$ cat config.mk
export PLATFORM = sky130hd
export DESIGN_NAME = regs_wb_arbiter
export DESIGN_NICKNAME = d
export VERILOG_FILES = /design/src/rtl/regs_wb_arbiter_pkg.sv /design/src/rtl/regs_wb_arbiter_wb_scoreboard.sv /design/src/rtl/regs_wb_arbiter.sv
export SDC_FILE = /design/constraint.sdc
export NUM_CORES = 1
export LEC_CHECK = 0
export ABC_AREA = 1
export BUFFER_PORTS_ARGS = -buffer_cell sky130_fd_sc_hd__buf_2
export CORE_MARGIN = 3
export CORE_UTILIZATION = 30
export CTS_CLUSTER_SIZE = 16
export DETAILED_ROUTE_END_ITERATION = 6
export MAX_ROUTING_LAYER = met4
export PLACE_DENSITY_LB_ADDON = 0.15
export SYNTH_ARGS = -nofsm -noshare
export SYNTH_HDL_FRONTEND = slang
export SYNTH_SLANG_ARGS = --single-unit
$ cat constraint.sdc
create_clock -name clk -period 2.15 [get_ports clk]
set_clock_uncertainty 0.15 [all_clocks]
set_input_delay 0.3225 -clock clk [delete_from_list [all_inputs] [get_ports clk]]
set_output_delay 0.3225 -clock clk [all_outputs]
set_load 0.005 [all_outputs]
$ cat src/rtl/regs_wb_arbiter_pkg.sv
// Shared register-file constants and writeback source encoding.
// Imported by the writeback arbiter, the regfile and ID.
package regs_wb_arbiter_pkg;

   localparam int REG_ADDR_W = 5;
   localparam int REG_DATA_W = 32;
   localparam logic [REG_ADDR_W-1:0] REG_ZERO = 5'd0;

   typedef enum logic [1:0] {
      SRC_NONE,
      SRC_ALU,
      SRC_LSU,
      SRC_MDU
   } wb_src_e;

endpackage

$ cat src/rtl/regs_wb_arbiter_wb_scoreboard.sv
// Busy bits for destinations with a long-latency write in flight.
// Set on issue, cleared on the LSU/MDU writeback; set wins on a tie.
module wb_scoreboard
   import regs_wb_arbiter_pkg::*;
#(
   parameter int ADDR_W = REG_ADDR_W
) (
   input  logic              clk,
   input  logic              rst_n,
   input  logic              set_en_i,
   input  logic [ADDR_W-1:0] set_rd_i,
   input  logic              clr_en_i,
   input  logic [ADDR_W-1:0] clr_rd_i,
   input  logic [ADDR_W-1:0] rs1_addr_i,
   input  logic [ADDR_W-1:0] rs2_addr_i,
   input  logic [ADDR_W-1:0] rd_addr_i,
   output logic              rs1_busy_o,
   output logic              rs2_busy_o,
   output logic              rd_busy_o
);

   localparam int NREG = 2**ADDR_W;
   localparam logic [ADDR_W-1:0] ZERO = ADDR_W'(REG_ZERO);

   logic [NREG-1:0] busy_q;
   logic [NREG-1:0] busy_d;
   logic            set_ok;

   assign set_ok = set_en_i && (set_rd_i != ZERO);

   always_comb begin
      busy_d = busy_q;
      if (clr_en_i) busy_d[clr_rd_i] = 1'b0;
      if (set_ok) busy_d[set_rd_i] = 1'b1;
      busy_d[0] = 1'b0;
   end

   always_ff @(posedge clk) begin
      if (!rst_n) busy_q <= '0;
      else        busy_q <= busy_d;
   end

   assign rs1_busy_o = busy_q[rs1_addr_i];
   assign rs2_busy_o = busy_q[rs2_addr_i];
   assign rd_busy_o  = busy_q[rd_addr_i];

   // Re-issuing a busy rd is only legal when its writeback retires now.
   ill_issue_a: assert property (@(posedge clk) disable iff (!rst_n)
      (set_ok && !(clr_en_i && clr_rd_i == set_rd_i))
         |-> !busy_q[set_rd_i]);

endmodule

$ cat src/rtl/regs_wb_arbiter.sv
// Writeback arbiter: ALU > LSU > MDU onto the regfile write port,
// with MDU starvation promotion and the long-latency scoreboard.
module regs_wb_arbiter
   import regs_wb_arbiter_pkg::*;
#(
   parameter int DATA_W       = REG_DATA_W,
   parameter int ADDR_W       = REG_ADDR_W,
   parameter int STARVE_LIMIT = 4
) (
   input  logic              clk,
   input  logic              rst_n,
   input  logic              alu_valid_i,
   output logic              alu_ready_o,
   input  logic [ADDR_W-1:0] alu_rd_i,
   input  logic [DATA_W-1:0] alu_data_i,
   input  logic              lsu_valid_i,
   output logic              lsu_ready_o,
   input  logic [ADDR_W-1:0] lsu_rd_i,
   input  logic [DATA_W-1:0] lsu_data_i,
   input  logic              mdu_valid_i,
   output logic              mdu_ready_o,
   input  logic [ADDR_W-1:0] mdu_rd_i,
   input  logic [DATA_W-1:0] mdu_data_i,
   input  logic              issue_valid_i,
   input  logic [ADDR_W-1:0] issue_rd_i,
   input  logic [ADDR_W-1:0] rs1_addr_i,
   input  logic [ADDR_W-1:0] rs2_addr_i,
   output logic              rs1_busy_o,
   output logic              rs2_busy_o,
   output logic              rd_busy_o,
   output logic              reg_wen_o,
   output logic [ADDR_W-1:0] reg_waddr_o,
   output logic [DATA_W-1:0] reg_wdata_o
);

   // Wide enough to actually hold STARVE_LIMIT.
   localparam int CNT_W = $clog2(STARVE_LIMIT + 1);
   typedef logic [CNT_W-1:0] cnt_t;
   localparam cnt_t CNT_MAX = cnt_t'(STARVE_LIMIT);
   localparam logic [ADDR_W-1:0] ZERO = ADDR_W'(REG_ZERO);

   wb_src_e           src;
   logic              gnt;
   logic [ADDR_W-1:0] gnt_rd;
   logic [DATA_W-1:0] gnt_data;

   cnt_t              starve_q, starve_d;
   logic              wen_q, wen_d;
   logic [ADDR_W-1:0] waddr_q, waddr_d;
   logic [DATA_W-1:0] wdata_q, wdata_d;

   always_comb begin
      src = SRC_NONE;
      if (rst_n) begin
         if (mdu_valid_i && starve_q == CNT_MAX) src = SRC_MDU;
         else if (alu_valid_i)                   src = SRC_ALU;
         else if (lsu_valid_i)                   src = SRC_LSU;
         else if (mdu_valid_i)                   src = SRC_MDU;
      end
   end

   assign alu_ready_o = (src == SRC_ALU);
   assign lsu_ready_o = (src == SRC_LSU);
   assign mdu_ready_o = (src == SRC_MDU);
   assign gnt         = (src != SRC_NONE);

   always_comb begin
      gnt_rd   = '0;
      gnt_data = '0;
      case (src)
         SRC_ALU: begin
            gnt_rd   = alu_rd_i;
            gnt_data = alu_data_i;
         end
         SRC_LSU: begin
            gnt_rd   = lsu_rd_i;
            gnt_data = lsu_data_i;
         end
         SRC_MDU: begin
            gnt_rd   = mdu_rd_i;
            gnt_data = mdu_data_i;
         end
         default: ;
      endcase
   end

   always_comb begin
      starve_d = starve_q;
      if (!mdu_valid_i || mdu_ready_o) starve_d = '0;
      else if (starve_q != CNT_MAX)    starve_d = starve_q + cnt_t'(1);
      wen_d   = gnt && (gnt_rd != ZERO);
      waddr_d = gnt ? gnt_rd : waddr_q;
      wdata_d = gnt ? gnt_data : wdata_q;
   end

   always_ff @(posedge clk) begin
      if (!rst_n) begin
         starve_q <= '0;
         wen_q    <= 1'b0;
         waddr_q  <= '0;
         wdata_q  <= '0;
      end else begin
         starve_q <= starve_d;
         wen_q    <= wen_d;
         waddr_q  <= waddr_d;
         wdata_q  <= wdata_d;
      end
   end

   assign reg_wen_o   = wen_q;
   assign reg_waddr_o = waddr_q;
   assign reg_wdata_o = wdata_q;

   wb_scoreboard #(
      .ADDR_W (ADDR_W)
   ) u_sb (
      .clk        (clk),
      .rst_n      (rst_n),
      .set_en_i   (issue_valid_i),
      .set_rd_i   (issue_rd_i),
      .clr_en_i   (lsu_ready_o || mdu_ready_o),
      .clr_rd_i   (gnt_rd),
      .rs1_addr_i (rs1_addr_i),
      .rs2_addr_i (rs2_addr_i),
      .rd_addr_i  (issue_rd_i),
      .rs1_busy_o (rs1_busy_o),
      .rs2_busy_o (rs2_busy_o),
      .rd_busy_o  (rd_busy_o)
   );

endmodule
* Yosys cells after proc, flatten, opt, wreduce, memory -nomap -nowiden
Cells that the tools add are included.
** Cells by class
- Muxes and demuxes :: 19
- Add/subtract/negate cells :: 1
- Equal/unequal tests :: 5
- Bitwise logic cells :: 4
- Reduce and logical (&&, ||, !) cells :: 12
- Divide/modulo/power cells :: 0
- Magnitude comparators :: 6
- Multipliers :: 0
- Shifts and indexed selects :: 0
** Operator list (number)
- 32-bit case mux with 3 select lines :: 1
- 32-bit 2-to-1 mux :: 2
- 32-bit AND :: 1
- 32-bit inverter :: 1
- 32-bit OR :: 1
- 5-bit by 6-bit < comparator with 1-bit output (second input constant) :: 4
- 1-bit binary-select mux with 5-bit select :: 3
- 5-bit case mux with 3 select lines :: 1
- 1-bit demux with 5-bit select :: 2
- 5-bit by 1-bit >= comparator with 1-bit output (second input constant) :: 2
- 2-bit 2-to-1 mux :: 5
- 5-bit nonzero test :: 2
- 1-bit logical AND :: 5
- 1-bit 2-to-1 mux :: 5
- 2-bit equality test (second input constant) :: 2
- 3-bit by 1-bit adder with 3-bit output (second input constant) :: 1
- 3-bit equality test (second input constant) :: 1
- 3-bit != test (second input constant) :: 1
- 2-bit by 1-bit equality test with 1-bit output (second input constant) :: 1
- 1-bit logical OR :: 2
- 2-bit nonzero test :: 1
- 2-bit OR reduction :: 1
- 1-bit logical NOT :: 1
- 1-bit inverter :: 1
** Word-level totals
- ROM bits :: 0
- Output and inout bits :: 44
- Latch bits :: 0
- Memories :: 0
- Flip-flop bits (word level) :: 73
- RAM bits :: 0

* Logic depth before layout (Yosys ltp)
Gate-level depths: netlist of run 1.
- Word-level depth :: 16
- Mapped depth :: 14
- Mapped depth without buffers :: 14

* By module
A second synthesis of run 1 with hierarchy kept.
** Unflattened totals
- Cells, all modules :: 693
- Area, all modules :: 4478.0 um^2
** Modules (own cells, without submodules)
- wb_scoreboard :: sequential area each 620.6 um^2, instances 1, area an instance 2264.7 um^2, cells each 394
- regs_wb_arbiter :: sequential area each 820.8 um^2, instances 1, area an instance 2213.4 um^2, cells each 299

* Least setup slack after synthesis of run 1
Ideal clock, no wire load.
- Kind :: register -> register
- Start :: register starve_q[0]
- End :: register u_sb.busy_q[1]
- Setup slack :: 0.146 ns
- Data arrival time :: 1.721 ns
- Period minus slack after synthesis :: 2.004 ns
- Stages on the path, launching flop included :: 15
- Setup time :: 0.132 ns
- Data required time :: 1.868 ns
- Cells stage by stage :: dfxtp_1 inv_1 ha_1 nand2_2 nor2_2 nor2_4 nor2_8 nand2_2 nor2_1 nor2_2 nand2_2 nor2_2 nand2_1 nand2_1 a21oi_1
** Between the ends
- Longest elaborated chain between the ends :: 15
- Elaborated cells between the ends (all ways) :: 19
- Classes of those cells :: order compare (2); eq/ne (4); mux (7); bitwise (3); reduce/logical (3)
** RTL lines
- from (decl) :: line regs_wb_arbiter.sv:47 : cnt_t starve_q, starve_d;
- from (signal assigned) :: line regs_wb_arbiter.sv:103 : starve_q <= starve_d;
- 3-bit equality test (*) :: line regs_wb_arbiter.sv:55 : if (mdu_valid_i && starve_q == CNT_MAX) src = SRC_MDU;
- 1-bit logical AND (*) :: line regs_wb_arbiter.sv:55
- 2-bit 2-to-1 mux (*) :: line regs_wb_arbiter.sv:55
- 2-bit 2-to-1 mux (*) :: line regs_wb_arbiter.sv:54 : if (rst_n) begin
- 2-bit equality test, or another cell as far along :: line regs_wb_arbiter.sv:64, regs_wb_arbiter.sv:70
- 5-bit case mux with 3 select lines :: line regs_wb_arbiter.sv:70 : case (src)
- 5-bit by 6-bit < comparator with 1-bit output (not written as such) / 5-bit by 1-bit >= comparator with 1-bit output (equally long branches) :: line regs_wb_arbiter_wb_scoreboard.sv:33 : if (clr_en_i) busy_d[clr_rd_i] = 1'b0;
- 1-bit logical AND (not written as such) :: line regs_wb_arbiter_wb_scoreboard.sv:33
- 1-bit 2-to-1 mux (not written as such) :: line regs_wb_arbiter_wb_scoreboard.sv:33
- 1-bit demux with 5-bit select
- 32-bit inverter (no line)
- 32-bit AND (no line)
- 32-bit 2-to-1 mux (*) :: line regs_wb_arbiter_wb_scoreboard.sv:33
- 32-bit OR (no line)
- 32-bit 2-to-1 mux (*) :: line regs_wb_arbiter_wb_scoreboard.sv:34 : if (set_ok) busy_d[set_rd_i] = 1'b1;
- to (signal assigned) :: line regs_wb_arbiter_wb_scoreboard.sv:40 : else busy_q <= busy_d;
- to (decl) :: line regs_wb_arbiter_wb_scoreboard.sv:25 : logic [NREG-1:0] busy_q;
Mark *: on every way between the ends. The rest lies on a longest branch, timed or not.
A chain may end at the register's enable or synchronous reset.

* Final worst setup path of run 1
- Start :: register starve_q[0]
- End :: output mdu_ready_o
** Between the ends
- Longest elaborated chain between the ends :: 5
** RTL lines
- 3-bit equality test :: line regs_wb_arbiter.sv:55
- 1-bit logical AND :: line regs_wb_arbiter.sv:55
- 2-bit 2-to-1 mux :: line regs_wb_arbiter.sv:55
- 2-bit 2-to-1 mux :: line regs_wb_arbiter.sv:54
- 2-bit equality test :: line regs_wb_arbiter.sv:64 : assign mdu_ready_o = (src == SRC_MDU);
- to (decl) :: line regs_wb_arbiter.sv:21 : output logic mdu_ready_o,
No other way between the ends.

==> results.py, run 1 <==
metrics = {
    "power": {
        "p_leak_nw": 2.865,
        "vdd_ir_drop_max_mv": 0.4158,
        "powerDensity_mw_per_mm2": 645.2,
        "power.total_mw": 4.221,
    },
    "grt": {
        "grt_pass1_wl_um": 26500,
        "grt-ovfl-total": 0,
        "grt_max_degree": 37,
        "grt_pass1_vias": 5235,
        "grtUsageTotal": 0.2112,
        "antenna_found_initial": 0,
    },
    "placed_design": {
        "portBuffers": 175,
        "dpl.hpwl_um": 12730,
        "pre_cts_ws_ns": -0.05470,
        "place_congestion": 0.9334,
    },
    "run_status": {
        "violations": "setup timing",
        "status": "finished with violations",
    },
    "finish": {
        "drive_above_1_share": 0.3837,
        "fillers": 1460,
        "nets": 1015,
        "area_delta_synth_final_pct": 51.43,
        "n_antenna_cell": 0,
    },
    "setup_path": {
        "reg2reg_from": "starve_q[0]",
        "crit_arrival_ns": 1.69,
        "reg2reg_depth": 13,
        "crit_start": "starve_q[0]",
        "cp.required_ns": 1.68,
        "critPathKind": "register to output pin",
        "end_kind": "output pin",
        "cpMaxStageDelayCell": "dfxtp_2",
        "rrSetupSlack_ns": 0.04,
        "cp_cell_sequence": "inv_2, ha_4, nand2_4, nor2_4, nor2_4, buf_12, nor2_8, buf_12, buf_6",
        "max_stage_delay_ns": 0.32,
        "regToRegEndpoint": "u_sb.busy_q[24]",
        "path_buf_inv": 4,
        "path_depth": 9,
        "cp_max_fo": 6,
        "crit_path_start_kind": "register",
        "crit_family": "buffers and inverters",
        "crit_path_end": "mdu_ready_o",
    },
    "yosys": {
        "synth_top_cell_by_area": "dfxtp_1",
        "synth_top_area_frac": 0.3336,
        "syn_area_sq_mm": 0.004320,
        "synthCells": 660,
        "seq_area_frac_synth": 0.3336,
        "yosysUniqueCellTypes": 36,
        "synth_area_leaders": "dfxtp_1 (33%), nand2_1 (16%), a21oi_1 (9.4%), o21ai_0 (7.8%), a31oi_1 (4.9%)",
        "synth_nets": 794,
        "synth-seq-cells": 72,
        "synth.avg_cell_area_sq_um": 6.546,
        "yosysWarnings": 0,
    },
    "die": {
        "io_pins": 176,
        "start_util": 0.3089,
        "rows": 43,
        "die_h_um": 126.0,
        "core_region_area_sq_mm": 0.01399,
        "die_w_um": 126.0,
        "dieArea_sq_mm": 0.01588,
    },
    "routing": {
        "finalWirelength_um": 17780,
        "drt_iter0_drc": 266,
        "drcViolationCount": 0,
        "wire_per_inst_um": 16.68,
        "drtAntennaViolNets": 0,
        "vias": 5456,
        "first_pass_iters": 5,
        "via_per_inst": 5.118,
    },
    "timing": {
        "setup_viol": 1,
        "period_share": 1.007,
        "min_period_ns": 2.165,
        "rsz0062_at_grt": "yes",
        "relSlewSlack": 0.7442,
        "fin_ws_ns": -0.01523,
        "hold_viol": 0,
        "tns_ns": -0.01523,
        "hold_slack_ns": 0.08766,
        "fmax_mhz": 461.8,
        "worstMarginPinSlew_ns": 0.3837,
        "drv_slew": 0,
    },
    "run": {
        "cap_violations": 0,
    },
    "min_path": {
        "hold_class": "input port to register",
        "min-delay-start": "mdu_data_i[11]",
    },
    "clock_tree": {
        "cts.clk_slew.worst_paths_ns": 0.06,
        "clockRootBuffer": "clkbuf_16",
        "clockBufferDepth": 2,
        "insertion_delay_ns": 0.34,
        "cts.hold.buffers_added": 0,
        "cts.sinks": 72,
        "cts_tree": "yes",
        "cts-buffers-inserted": 9,
        "h-tree-depth": 3,
    },
}
power breakdown:
group,switching [mW],internal [mW],total (mW)
Clock,0.609,1.25,1.86
Combinational,0.504,0.401,0.905
Sequential,0.0427,1.41,1.46
Total,1.16,3.07,4.22
cells in the final DEF (no fill, tap or decap), types with 3 or more instances in the layout:
| master | instances |
|---|---|
| nand2_1 | 174 |
| buf_2 | 173 |
| a21oi_1 | 77 |
| dfxtp_1 | 64 |
| o21ai_0 | 56 |
| buf_4 | 51 |
| nor2_1 | 35 |
| a31oi_1 | 34 |
| inv_1 | 28 |
| o21ai_1 | 20 |
| a22oi_1 | 14 |
| nand2_2 | 12 |
| nand3_1 | 12 |
| o211ai_1 | 11 |
| nor2_4 | 10 |
| clkinvlp_4 | 9 |
| clkbuf_16 | 9 |
| inv_2 | 8 |
| nand3_2 | 8 |
| buf_6 | 8 |
| dfxtp_2 | 8 |
| buf_12 | 7 |
| nor3_1 | 6 |
| nand4_1 | 6 |
| nand2_4 | 5 |
| inv_4 | 5 |
| a21oi_2 | 4 |
| nand3_4 | 4 |
| bufinv_16 | 4 |
| nor2_8 | 3 |
kinds of logic after synthesis:
| family | after synthesis | share of synthesized area |
|---|---|---|
| AOI/OAI and AO/OA | 225 | 0.2902 |
| adders and majority gates | 2 | 0.005791 |
| buffers and inverters | 81 | 0.07675 |
| DFF | 72 | 0.3336 |
| xor gates and xnor gates | 2 | 0.004055 |
| and+or+nand+nor | 278 | 0.2896 |
worst register-to-register path, cell delays in order, from the launching register on:
cell and delay [ns]:
dfxtp_2 0.33, inv_2 0.05, ha_4 0.17, nand2_4 0.08
nor2_4 0.04, nor2_4 0.20, buf_12 0.15, nand4_1 0.18
nand3_2 0.20, nand2_1 0.12, nor2_4 0.13, nand2_1 0.07
nand2_1 0.05, a21oi_1 0.05
how the worst min path moves through the flow:
stage	slack (ns)	to	cells after the start
6_report	0.09	reg_wdata_o[11]	3
4_1_cts	0.07	reg_wdata_o[11]	3
3_5_place_dp	0.31	reg_waddr_o[2]	2
3_3_place_gp	0.31	reg_waddr_o[2]	2
5_1_grt	0.1	reg_wdata_o[12]	3
2_1_floorplan	0.30	u_sb.busy_q[10]	2
through the flow:
stage          instance area [sq um]  std cells  utilization
2_1_floorplan                   4320        660            -
3_3_place_gp                    5600       1018       0.4004
3_5_place_dp                    5600       1018       0.4004
4_1_cts                         6145       1043       0.4393
5_1_grt                         6543       1066       0.4677
6_report                        6543       1066       0.4677
synth_stat cells:
cell,count
nand3_4,1
a22o_1,1
o31ai_1,1
inv_1,39
buf_4,4
a31oi_1,34
nand2_2,9
a31o_2,1
buf_1,2
o22ai_1,2
nor2_4,3
nor2_1,36
nand4_2,1
o221ai_1,2
nand3_1,20
xor2_1,1
o21ai_0,67
xnor2_1,1
nor2_8,3
nor3_1,6
dfxtp_1,72
nand3_2,3
nand4_1,6
nand2_1,182
nand2_4,1
o211ai_1,11
nor2_2,7
buf_2,9
a211oi_1,1
o21ai_1,10
clkbuf_1,19
clkbuf_2,1
inv_2,7
a21oi_1,81
a22oi_1,14
ha_1,2
state kept, by name, summed over array words and instances, names as in the netlist:
register / count
reg_wdata_o: 32
u_sb.busy_q: 31
reg_waddr_o: 5
starve_q: 3
reg_wen_o: 1
what timing repair did:
| action | 4_1_cts | 5_1_grt |
|---|---|---|
| cloned | 1 | 3 |
| setup buffers | 9 | 20 |
| pin swaps | 6 | 26 |
| endpoints found under the setup margin | 36 | 63 |
| resized for setup | 22 | 72 |
per-layer routing:
layer,vias to the layer above,track usage,share of wire
li1,2707,-,-
met5,-,-,0
met2,223,0.3556,0.51
met1,2501,0.2525,0.41
met3,25,0.04156,0.061
met4,0,0.07256,0.020
area by class of cell:
type | count | area, sq um | share of cell area
well taps | 180 | 225.2 | 0.03442
clock buffers | 9 | 225.2 | 0.03442
flip-flops and latches | 72 | 1451 | 0.2218
inverters | 46 | 203.9 | 0.03117
multi-input cells | 507 | 2746 | 0.4198
clock inverters | 7 | 143.9 | 0.02199
repair buffers | 242 | 1526 | 0.2333
repair inverters | 3 | 20.02 | 0.003060
Note: power is estimated with default switching activity, not from simulation.
==> run 2: changes to the inputs <==
--- a/config.mk
+++ b/config.mk
@@ -5,7 +5,7 @@
 export SDC_FILE = /design/constraint.sdc
 export NUM_CORES = 1
 export LEC_CHECK = 0
-export ABC_AREA = 1
+export ABC_AREA = 0
 export BUFFER_PORTS_ARGS = -buffer_cell sky130_fd_sc_hd__buf_2
 export CORE_MARGIN = 3
 export CORE_UTILIZATION = 30
==> results.py, run 2 <==
metrics = {
    "finish": {
        "seq_area_sq_mm": 0.001474,
        "final_cell_mix": "buf_2 (174), nand2_1 (57), dfxtp_1 (48)",
        "layout_commonest_cell": "buf_2",
        "nets": 775,
        "area_delta_synth_final_pct": 49.54,
        "fillers": 1311,
        "drive_above_1_share": 0.5194,
        "n_antenna_cell": 0,
        "fin_area_sq_mm": 0.006077,
        "largest_reg_flops": 32,
        "multi_input_area_sq_mm": 0.002713,
    },
    "grt": {
        "antenna_found_initial": 0,
        "grtUsageTotal": 0.2161,
        "grt-ovfl-total": 0,
        "grt_pass1_wl_um": 24140,
        "grt_max_degree": 33,
        "grt_pass1_vias": 4560,
    },
    "min_path": {
        "min-delay-start": "alu_data_i[5]",
        "hold_class": "input port to register",
        "hold-path-endpoint": "reg_wdata_o[5]",
        "hold_depth": 3,
    },
    "yosys": {
        "synthCells": 442,
        "yosysMostFrequentCell": "dfxtp_1",
        "synth_top_area_frac": 0.3547,
        "synth_ff_type": "dfxtp_1",
        "synth_area_leaders": "dfxtp_1 (35%), mux4_2 (15%), a222oi_1 (9.1%), a21boi_0 (7.0%), nand2_1 (5.3%)",
        "yosysWarnings": 0,
        "netlist_top_cells_count": "dfxtp_1 (72), nand2_1 (57), nor2_1 (51), a21boi_0 (38)",
        "syn_area_sq_mm": 0.004064,
        "synth.avg_cell_area_sq_um": 9.194,
        "yosysUniqueCellTypes": 33,
        "synth_nets": 576,
        "synth_top_cell_by_area": "dfxtp_1",
        "seq_area_frac_synth": 0.3547,
        "synth-seq-cells": 72,
        "synth_edf_count": 0,
        "async_flop_share": 0,
    },
    "die": {
        "die_h_um": 122.4,
        "die_w_um": 122.4,
        "core_region_area_sq_mm": 0.01293,
        "io_pins": 176,
        "dieArea_sq_mm": 0.01498,
        "rows": 41,
        "start_util": 0.3144,
    },
    "timing": {
        "min_period_ns": 2.516,
        "fin_ws_ns": -0.3658,
        "hold_viol": 0,
        "relSlewSlack": 0.6996,
        "rsz0062_at_grt": "yes",
        "worstMarginPinSlew_ns": 0.4505,
        "drv_slew": 0,
        "fmax_mhz": 397.5,
        "period_share": 1.170,
        "tns_ns": -3.651,
        "setup_viol": 34,
    },
    "setup_path": {
        "critPathKind": "register to output pin",
        "cpMaxStageDelayCell": "mux4_2",
        "crit_arrival_ns": 2.04,
        "cp_max_fo": 4,
        "cp_cell_sequence": "mux4_2, mux4_2, mux2_4, buf_2",
        "reg2reg_from": "starve_q[1]",
        "reg2reg_depth": 10,
        "crit_path_start_kind": "register",
        "path_buf_inv": 1,
        "rrSetupSlack_ns": -0.17,
        "end_kind": "output pin",
        "crit_family": "multiplexers",
        "max_stage_delay_ns": 0.48,
        "cp.required_ns": 1.68,
        "crit_top_cell": "mux4_2",
        "regToRegEndpoint": "u_sb.busy_q[4]",
    },
    "power": {
        "powerDensity_mw_per_mm2": 564.5,
        "vdd_ir_drop_max_mv": 0.3316,
        "p_leak_nw": 2.532,
    },
    "run": {
        "cap_violations": 0,
    },
    "routing": {
        "drt_iter0_drc": 419,
        "vias": 4651,
        "wire_per_inst_um": 19.54,
        "via_per_inst": 5.693,
        "drtAntennaViolNets": 0,
        "first_pass_iters": 7,
        "finalWirelength_um": 15960,
        "drcViolationCount": 20,
    },
    "clock_tree": {
        "insertion_delay_ns": 0.33,
        "cts.sinks": 72,
        "h-tree-depth": 3,
        "cts.clk_slew.worst_paths_ns": 0.06,
        "clockRootBuffer": "clkbuf_16",
        "cts_tree": "yes",
        "cts.hold.buffers_added": 0,
        "cts-buffers-inserted": 9,
        "clockBufferDepth": 2,
    },
    "placed_design": {
        "pre_cts_ws_ns": -0.3054,
        "place_congestion": 0.9667,
        "portBuffers": 175,
        "dpl.hpwl_um": 11670,
        "dpl_cell_area_sq_mm": 0.005368,
    },
    "run_status": {
        "status": "finished with violations",
        "violations": "DRC, setup timing",
    },
}
-- run 2: per-layer routing --
metal / GRT usage / routed length, um
met1: 0.2613 / 6334
met4: 0.06088 / 352
met3: 0.06313 / 1401
met2: 0.3525 / 7875
met5: - / 0
-- run 2: cells by family after synthesis --
logic type | share of synthesized area
AOI/OAI and AO/OA | 0.2719
adders and majority gates | 0.006157
buffers and inverters | 0.04464
DFF | 0.3547
muxes | 0.1653
and+or+nand+nor | 0.1573
-- run 2: how the worst max path moves through the flow --
| stage | start | end | slack, ns | cells after the start |
|---|---|---|---|---|
| 5_1_grt | u_sb.busy_q[11] | rs1_busy_o | -0.40 | 4 |
| 3_5_place_dp | rs2_addr_i[0] | rs2_busy_o | -0.31 | 5 |
| 3_3_place_gp | issue_rd_i[0] | rd_busy_o | -0.27 | 5 |
| 4_1_cts | u_sb.busy_q[31] | rs1_busy_o | -0.36 | 4 |
| 2_1_floorplan | starve_q[0] | u_sb.busy_q[17] | -0.23 | 8 |
| 6_report | u_sb.busy_q[14] | rs1_busy_o | -0.37 | 4 |
-- run 2: report_power, final --
part           total (mW)  switching [mW]  leakage (nW)  internal [mW]
clock network        1.32           0.557         0.132          0.763
logic               0.676           0.329          1.80          0.346
registers            1.43          0.0399         0.599           1.39
-- run 2: final cells by class --
type / count / share of cell area
timing repair buffer: 231 / 0.2327
sequential: 72 / 0.2425
inverter: 2 / 0.001235
clock buffer: 10 / 0.03768
multi-input combinational: 325 / 0.4464
tap: 172 / 0.03541
clock inverter: 5 / 0.004118
-- run 2: what timing repair did --
| action | CTS | global route |
|---|---|---|
| cloned | 0 | 1 |
| endpoints found under the setup margin | 35 | 37 |
| resized for setup | 43 | 37 |
| setup buffers | 9 | 5 |
| pin swaps | 21 | 20 |
-- run 2: tightest hold or removal path, cell delays in order --
cell and delay [ns]:
buf_2 0.10, nand2_1 0.04, a21boi_0 0.06
-- run 2: through the flow --
step                      cells  power (mW)    util  hold slack, ns
after detailed placement    787       2.058  0.4152          0.3113
final                       817       3.431  0.4701         0.08692
after CTS                   811       3.435  0.4530         0.07080
after global placement      787       2.048  0.4152          0.3025
after floorplan             442       1.754       -          0.2597
after global routing        817       3.592  0.4701         0.08631
==> run 3: changes to the inputs <==
==> constraint.sdc (replaced) <==
create_clock -name clk -period 2.15 [get_ports clk]
set_clock_uncertainty 0.15 [all_clocks]
set_input_delay 0.3225 -clock clk [delete_from_list [all_inputs] [get_ports clk]]
set_output_delay 0.3225 -clock clk [all_outputs]
set_load 0.1 [all_outputs]
==> results.py, run 3 (synthesis gave the netlist of run 2 again) <==
metrics = {
    "timing": {
        "hold_viol": 0,
        "fin_ws_ns": -0.4306,
        "worstMarginPinSlew_ns": 0.5102,
        "drv_slew": 0,
        "setup_viol": 20,
        "relSlewSlack": 0.6599,
        "rsz0062_at_grt": "yes",
        "min_period_ns": 2.581,
        "period_share": 1.200,
        "fmax_mhz": 387.5,
    },
    "grt": {
        "grt_max_degree": 58,
        "grt_pass1_wl_um": 25030,
        "grtUsageTotal": 0.2204,
        "antenna_found_initial": 0,
        "grt_pass1_vias": 4774,
        "grt-ovfl-total": 0,
    },
    "routing": {
        "via_per_inst": 5.622,
        "vias": 4593,
        "drt_iter0_drc": 403,
        "routed-wl-met2_um": 7774,
        "routed.top_layer": "met4",
        "finalWirelength_um": 15730,
        "wl_met1_um": 6485,
        "wl_met3_um": 1163,
        "drtAntennaViolNets": 0,
        "first_pass_iters": 7,
        "drcViolationCount": 3,
        "wire_per_inst_um": 19.26,
    },
    "setup_path": {
        "cp_max_fo": 4,
        "critPathKind": "register to output pin",
        "cp.required_ns": 1.68,
        "end_kind": "output pin",
        "rrSetupSlack_ns": -0.04,
        "crit_path_start_kind": "register",
        "reg2reg_depth": 9,
        "crit_arrival_ns": 2.11,
    },
    "clock_tree": {
        "cts-buffers-inserted": 9,
        "cts.sinks": 72,
        "clockRootBuffer": "clkbuf_16",
        "clockBufferDepth": 2,
        "h-tree-depth": 3,
        "cts.clk_slew.worst_paths_ns": 0.06,
        "cts_tree": "yes",
        "insertion_delay_ns": 0.33,
    },
    "placed_design": {
        "place_congestion": 0.8928,
        "portBuffers": 175,
        "dpl.hpwl_um": 11590,
        "pre_cts_ws_ns": -0.5192,
        "dp.cells": 791,
    },
    "power": {
        "pwr-share-comb": 0.262,
        "p_sw_mw": 1.348,
        "power.total_mw": 4.144,
        "vdd_ir_drop_max_mv": 0.5230,
        "p_clk_frac": 0.392,
        "p_seq_frac": 0.346,
        "powerDensity_mw_per_mm2": 658.8,
        "p_sw_frac": 0.3253,
        "p_leak_nw": 2.588,
        "intPower_mw": 2.796,
    },
    "min_path": {
        "hold_class": "input port to register",
        "hold_depth": 3,
    },
    "run": {
        "cap_violations": 0,
    },
    "die": {
        "die_w_um": 122.4,
        "rows": 41,
        "die_h_um": 122.4,
        "core_region_area_sq_mm": 0.01293,
        "io_pins": 176,
        "start_util": 0.3144,
        "dieArea_sq_mm": 0.01498,
    },
    "run_status": {
        "violations": "DRC, setup timing",
        "status": "finished with violations",
    },
    "finish": {
        "n_antenna_cell": 0,
        "final_cell_mix": "buf_2 (169), nand2_1 (57), nor2_1 (48)",
        "fillers": 1283,
        "nets": 774,
        "post-route-util": 0.4865,
        "layout_commonest_cell": "buf_2",
        "area_delta_synth_final_pct": 54.77,
        "drive_above_1_share": 0.5271,
        "instances_no_fill": 817,
        "largest_reg_flops": 32,
    },
}
[run 3: worst max-delay path, stage by stage, from the launching register on]
cell and delay (ns):
dfxtp_4 0.36, mux4_2 0.47, mux4_2 0.49, mux2_4 0.29
buf_12 0.17
[run 3: metrics by stage]
step | hold WS [ns] | instance area [sq um] | setup TNS (ns)
6_report | 0.08210 | 6290 | -1.664
5_1_grt | 0.08284 | 6290 | -4.650
4_1_cts | 0.07134 | 6052 | -1.331
3_5_place_dp | 0.3117 | 5479 | -4.923
3_3_place_gp | 0.3009 | 5479 | -4.382
2_1_floorplan | 0.2597 | 4194 | -5.450
[run 3: routing by layer]
| metal | track usage | up-vias |
|---|---|---|
| met2 | 0.3600 | 207 |
| met5 | - | - |
| met1 | 0.2749 | 2242 |
| li1 | - | 2114 |
| met3 | 0.05023 | 30 |
| met4 | 0.06158 | 0 |
[run 3: layout make-up]
| type | count | area, sq um | share of cell area |
|---|---|---|---|
| Sequential cell | 72 | 1475 | 0.2345 |
| Timing Repair Buffer | 230 | 1511 | 0.2403 |
| Inverter | 2 | 7.507 | 0.001194 |
| Tap cell | 172 | 215.2 | 0.03422 |
| Clock buffer | 10 | 239.0 | 0.03799 |
| Multi-Input combinational cell | 325 | 2759 | 0.4386 |
| Clock inverter | 6 | 82.58 | 0.01313 |
[run 3: what timing repair did]
| action | in CTS | in global routing |
|---|---|---|
| hold buffers | 0 | 0 |
| pin swaps | 20 | 20 |
| gates resized for setup | 51 | 37 |
| buffers inserted | 4 | 9 |
| endpoints found under the setup margin | 36 | 36 |
[run 3: worst paths after layout]
path | end | from
setup / recovery | rs2_busy_o | u_sb.busy_q[15]
hold / removal | reg_wdata_o[6] | alu_data_i[6]
setup reg to reg | u_sb.busy_q[5] | starve_q[0]
hold reg to reg | reg_waddr_o[0] | reg_waddr_o[0]
[run 3: power groups by stage]
stage	clock, mW	combinational, mW	sequential, mW
CTS	1.67	1.05	1.43
detailed placement	0	1.00	1.46
global route	1.74	1.15	1.44
floorplan	0	0.331	1.81
global placement	0	0.992	1.46
finish	1.63	1.09	1.43
